===== src/rtl/reorder_buffer.sv =====
// reorder_buffer: in-order retirement buffer behind the rename stage.
// Instructions enter at the tail in program order. Completion reports may
// arrive out of order. The head retires in order, at most one per cycle, and
// the retirement RAT supplies the physical tag that the retiring instruction
// supersedes so rename can return it to its free pool.
//
// Handshake: an allocation is accepted at a posedge where alloc_valid and
// alloc_ready are both high. alloc_ready depends only on registered state, so
// rename may treat ~alloc_ready as a stall with no combinational loop. The
// retire outputs are single-cycle pulses and are not back-pressured.
`timescale 1ns/1ps
module reorder_buffer #(
    parameter int NUM_REG        = 32,
    parameter int NUM_REG_LOG2   = $clog2(NUM_REG),
    parameter int NUM_TAGS       = 64,
    parameter int NUM_TAGS_LOG2  = $clog2(NUM_TAGS),
    parameter int ROB_DEPTH      = 16,
    parameter int ROB_DEPTH_LOG2 = $clog2(ROB_DEPTH)
) (
    input  logic                      clk,
    input  logic                      rst,
    input  logic                      alloc_valid,
    input  logic [NUM_REG_LOG2-1:0]   alloc_rd,
    input  logic [NUM_TAGS_LOG2-1:0]  alloc_tag,
    output logic                      alloc_ready,
    output logic [ROB_DEPTH_LOG2-1:0] alloc_idx,
    input  logic                      complete_valid,
    input  logic [ROB_DEPTH_LOG2-1:0] complete_idx,
    input  logic                      retire_stall,
    output logic                      commit_valid,
    output logic [NUM_REG_LOG2-1:0]   commit_rd,
    output logic                      retire_valid,
    output logic [NUM_TAGS_LOG2-1:0]  retire_tag,
    output logic [ROB_DEPTH_LOG2:0]   count
);

    localparam logic [ROB_DEPTH_LOG2:0] FULL_COUNT = (ROB_DEPTH_LOG2+1)'(ROB_DEPTH);

    // Per-entry status bits (reset) and payload (no reset needed, guarded by valid)
    logic [ROB_DEPTH-1:0]       ent_valid;
    logic [ROB_DEPTH-1:0]       ent_done;
    logic [NUM_REG_LOG2-1:0]    ent_rd  [ROB_DEPTH];
    logic [NUM_TAGS_LOG2-1:0]   ent_tag [ROB_DEPTH];

    // Architectural-to-physical mapping as of the last retired instruction
    logic [NUM_TAGS_LOG2-1:0]   rrat [NUM_REG];

    logic [ROB_DEPTH_LOG2-1:0]  head;
    logic [ROB_DEPTH_LOG2-1:0]  tail;

    logic                       alloc_fire;
    logic                       retire_fire;
    logic                       complete_fire;
    logic [NUM_REG_LOG2-1:0]    head_rd;
    logic [NUM_TAGS_LOG2-1:0]   head_tag;

    assign alloc_ready = (count != FULL_COUNT);
    assign alloc_idx   = tail;

    // Fire decisions for this edge, all from registered state plus inputs
    always_comb begin
        alloc_fire    = alloc_valid & alloc_ready;
        retire_fire   = ent_valid[head] & ent_done[head] & ~retire_stall;
        complete_fire = complete_valid & ent_valid[complete_idx];
        head_rd       = ent_rd[head];
        head_tag      = ent_tag[head];
    end

    // Entry status: completion marks done, allocation opens, retirement closes
    always_ff @(posedge clk) begin
        if (rst) begin
            ent_valid <= '0;
            ent_done  <= '0;
        end else begin
            if (complete_fire) begin
                ent_done[complete_idx] <= 1'b1;
            end
            if (alloc_fire) begin
                ent_valid[tail] <= 1'b1;
                ent_done[tail]  <= 1'b0;
            end
            // Retirement last: head != tail whenever both fire, so no overlap
            if (retire_fire) begin
                ent_valid[head] <= 1'b0;
                ent_done[head]  <= 1'b0;
            end
        end
    end

    // Entry payload written on allocation
    always_ff @(posedge clk) begin
        if (alloc_fire) begin
            ent_rd[tail]  <= alloc_rd;
            ent_tag[tail] <= alloc_tag;
        end
    end

    // Head/tail pointers wrap naturally at the power-of-two depth
    always_ff @(posedge clk) begin
        if (rst) begin
            head  <= '0;
            tail  <= '0;
            count <= '0;
        end else begin
            if (alloc_fire) begin
                tail <= tail + 1'b1;
            end
            if (retire_fire) begin
                head <= head + 1'b1;
            end
            count <= count + (ROB_DEPTH_LOG2+1)'(alloc_fire) - (ROB_DEPTH_LOG2+1)'(retire_fire);
        end
    end

    // Retirement RAT: starts as identity to match rename's reset mapping
    always_ff @(posedge clk) begin
        if (rst) begin
            for (int i = 0; i < NUM_REG; i++) begin
                rrat[i] <= NUM_TAGS_LOG2'(i);
            end
        end else if (retire_fire && (head_rd != '0)) begin
            rrat[head_rd] <= head_tag;
        end
    end

    // Registered commit/free pulses; all-zero when nothing retires
    always_ff @(posedge clk) begin
        if (rst) begin
            commit_valid <= 1'b0;
            commit_rd    <= '0;
            retire_valid <= 1'b0;
            retire_tag   <= '0;
        end else begin
            commit_valid <= retire_fire;
            commit_rd    <= retire_fire ? head_rd : '0;
            retire_valid <= retire_fire && (head_rd != '0);
            retire_tag   <= (retire_fire && (head_rd != '0)) ? rrat[head_rd] : '0;
        end
    end

endmodule


===== config.mk =====
export PLATFORM = sky130hd
export DESIGN_NAME = reorder_buffer
export DESIGN_NICKNAME = d
export VERILOG_FILES = /design/src/rtl/reorder_buffer.sv
export SDC_FILE = /design/constraint.sdc
export NUM_CORES = 1
export LEC_CHECK = 0
export BUFFER_PORTS_ARGS = -buffer_cell sky130_fd_sc_hd__buf_2
export CAP_MARGIN = 40
export CORE_MARGIN = 5
export CORE_UTILIZATION = 65
export CTS_CLUSTER_SIZE = 30
export DETAILED_ROUTE_END_ITERATION = 10
export GPL_TIMING_DRIVEN = 0
export PLACE_DENSITY = 0.83
export RECOVER_POWER = 50
export SLEW_MARGIN = 10
export SYNTH_ARGS = -nofsm -noshare
export SYNTH_HDL_FRONTEND = slang
export SYNTH_SLANG_ARGS = --single-unit

===== constraint.sdc =====
create_clock -name clk -period 8.75 [get_ports clk]
set_input_delay 0.4375 -clock clk [delete_from_list [all_inputs] [get_ports clk]]
set_output_delay 0.4375 -clock clk [all_outputs]
set_load 0.01 [all_outputs]

==> impl_metrics.json <==
{
  "crit_top_cell": "clkbuf_1",
  "core_um2": 27900,
  "die-area_um2": 32000,
  "irDropWorstVdd_v": 0.000190,
  "synthDistinctLibCells": 63,
  "final_hold_viol_count": 0,
  "setup_viol": 0,
  "grt_usage_pct": 30.8,
  "fp.dieH_um": 179,
  "dp_slack_ns": 4.78,
  "cp_cell_sequence": "clkbuf_1 -> clkbuf_1 -> nand3_1 -> o21ai_0 -> mux4_2 -> mux2i_1 -> or3_1 -> clkbuf_1 -> nor3_2 -> nand2_1 -> nand2b_1",
  "grt_antenna_before_repair": 0,
  "syn_inst": 1382,
  "area_growth_syn_to_layout_pct": 11.2,
  "cp_top_family": "simple AND/OR/NAND/NOR gates",
  "setup-tns-final_ns": 0,
  "globalRoute.totalOverflow": 0,
  "grt_first_pass_wirelength_um": 73400,
  "via_count": 12400,
  "critical-path-max-stage-delay_ns": 0.70,
  "worst_pin_slew_ns": 1.53,
  "layout.nets": 1522,
  "hold_path_class": "input pin to register",
  "ant_nets": 0,
  "drv_cap": 1,
  "worstSetupPathType": "register to register",
  "period_share_pct": 49.5,
  "critPathBufInv": 3,
  "final_util_pct": 73.7,
  "synth_area_per_cell_um2": 13.4,
  "gp_congestion": 1.05,
  "min_from": "complete_idx[2]",
  "synth-edff-count": 368,
  "r2r_setup_slack_ns": 4.42,
  "required_ns": 8.96,
  "dp_hpwl_um": 33300,
  "cts_setup_buffers": 0,
  "insertedDiodeCount": 0,
  "min_period_ns": 4.33,
  "grt_pass1_vias": 12600,
  "synth_most_common_cell": "edfxtp_1",
  "drt_wl_total_um": 48300,
  "cts_inserted_buffers": 43,
  "insertion_delay_ns": 0.55,
  "drive_gt1_share_pct": 12.4,
  "die_w_um": 179,
  "start_util_pct": 66.3,
  "synthTopCellsByArea": "edfxtp_1, dfxtp_1, mux4_2",
  "grt_max_degree": 17,
  "grt_setup_unrepaired": "no",
  "firstDrtPassIters": 6,
  "clk_pin_slew_ns": 0.06,
  "yosysWarnings": 0,
  "setup_ws_ns": 4.42,
  "dr.first_iter.drc_count": 1667,
  "yosysTopAreaCellShare_pct": 59.7,
  "ctsResizeCount": 0,
  "timing.rr.start": "head[1]",
  "ys.flop_type": "edfxtp_1",
  "drc": 0,
  "cts_htree_levels": 2,
  "outcome": "complete, but fails checks",
  "cp_max_fo": 10,
  "pin_count": 43,
  "fin_skew_ns": 0.0233,
  "timing.slew.headroom_pct": -2.22,
  "root_buffer": "clkbuf_16",
  "cp.arrival_ns": 4.54,
  "port-buffer-count": 37,
  "violations": "max-capacitance violations, max-slew violations",
  "p_leak_uw": 0.00673,
  "synth_commonest_cells": "edfxtp_1, nand2_1, nor2_1",
  "netlist_area_um2": 18500,
  "cp-end-kind": "register",
  "drv_slew": 14,
  "hold_buffers": 0,
  "hold-worst-slack_ns": 0.369,
  "critPathSlowestCell": "nor3_2",
  "synth_area_leader_cell": "edfxtp_1",
  "cts_tree": "built",
  "fmax_mhz": 231,
  "startpoint": "head[1]",
  "clock-sinks": 430,
  "row_count": 61,
  "ys_async_sr_fraction_pct": 0,
  "start_kind": "register",
  "avgRoutedWirePerCell_um": 25.5,
  "p_per_area_nw_per_um2": 224,
  "vias_per_cell": 6.51,
  "ys_seq_area_share_pct": 66.4,
  "ys_ff_latch": 430,
  "clockBufferDepth": 3
}
worst reg2reg max path: cells and delay by family, from the launching register on:
family	cells	cell delay [ns]
muxes	2	0.39
and+or+nand+nor	5	1.94
DFF	1	0.37
AOI/OAI and AO/OA	1	0.12
buffers and inverters	3	1.19
logic make-up (layout without fill, tap and decap cells):
family	Yosys count	count (layout)	share of synthesized area, %
and+or+nand+nor	534	534	12.9
other	1	6	0.0203
muxes	136	136	10.9
buffers and inverters	97	231	2.76
DFF	430	430	66.4
adders and majority gates	15	15	1.05
xor gates and xnor gates	9	9	0.426
AOI/OAI and AO/OA	160	160	5.53
through the flow:
stage,power (uW),area (um^2),cells
floorplan,2660,18500,1387
global placement,2830,19200,1802
detailed placement,2860,19400,1820
CTS,4610,20800,1899
global route,4740,20600,1899
finish,4610,20600,1899
worst paths after layout:
check,end,cells past startpoint
hold / removal,ent_done[12],3
setup reg to reg,rrat[9][2],11
hold reg to reg,ent_valid[11],1
setup / recovery,rrat[9][2],11
per-layer routing:
layer / GRT usage, % / up-vias / part of all wire [%]
met5: 0 / - / 0
met4: 16.0 / 0 / 6.5
met3: 5.69 / 228 / 9.7
met2: 50.6 / 846 / 49
met1: 39.6 / 5992 / 35
li1: - / 5303 / -
placed cells by master, fill, tap and decap left out, types with 8 or more instances in the layout:
cell type | synthesis | layout
edfxtp_1 | 368 | 368
nand2_1 | 209 | 209
nor2_1 | 165 | 165
clkbuf_1 | 28 | 85
mux2i_1 | 74 | 74
dfxtp_1 | 62 | 62
a21oi_1 | 61 | 61
clkbuf_16 | 0 | 44
mux4_2 | 40 | 40
nand2b_1 | 39 | 39
nand3_1 | 38 | 38
buf_2 | 32 | 37
o22ai_1 | 21 | 21
o21ai_0 | 18 | 18
nor3b_1 | 18 | 18
o21a_1 | 16 | 16
ha_1 | 14 | 14
inv_1 | 13 | 13
nor3_1 | 13 | 13
mux2_2 | 12 | 12
a31oi_1 | 10 | 10
buf_6 | 9 | 9
clkinv_2 | 0 | 9
mux4_1 | 8 | 8
nor2b_1 | 8 | 8
sequential cells by signal, summed over array words and instances, names as in the netlist, named ones only:
register / count
rrat: 192
ent_tag: 96
ent_rd: 80
ent_done: 16
ent_valid: 16
retire_tag: 6
commit_rd: 5
count: 5
alloc_idx: 4
head: 4
commit_valid: 1
retire_valid: 1
where the power goes:
part           internal (uW)  total, uW  switching [uW]  leakage, uW
Sequential              2270       2300            22.9      0.00378
Combinational            156        534             378      0.00228
Clock                   1010       1780             771     0.000664
Total                   3440       4610            1170      0.00673
layout make-up:
| type | instances | area (um^2) |
|---|---|---|
| Clock buffer | 54 | 1160 |
| Multi-Input combinational cell | 860 | 5730 |
| Sequential cell | 430 | 12300 |
| Clock inverter | 25 | 210 |
| Buffer | 83 | 455 |
| Timing Repair Buffer | 55 | 219 |
| Tap cell | 378 | 473 |
| Inverter | 14 | 52.6 |
| Fill cell | 1793 | 7340 |
(Power assumes the default switching activity.)
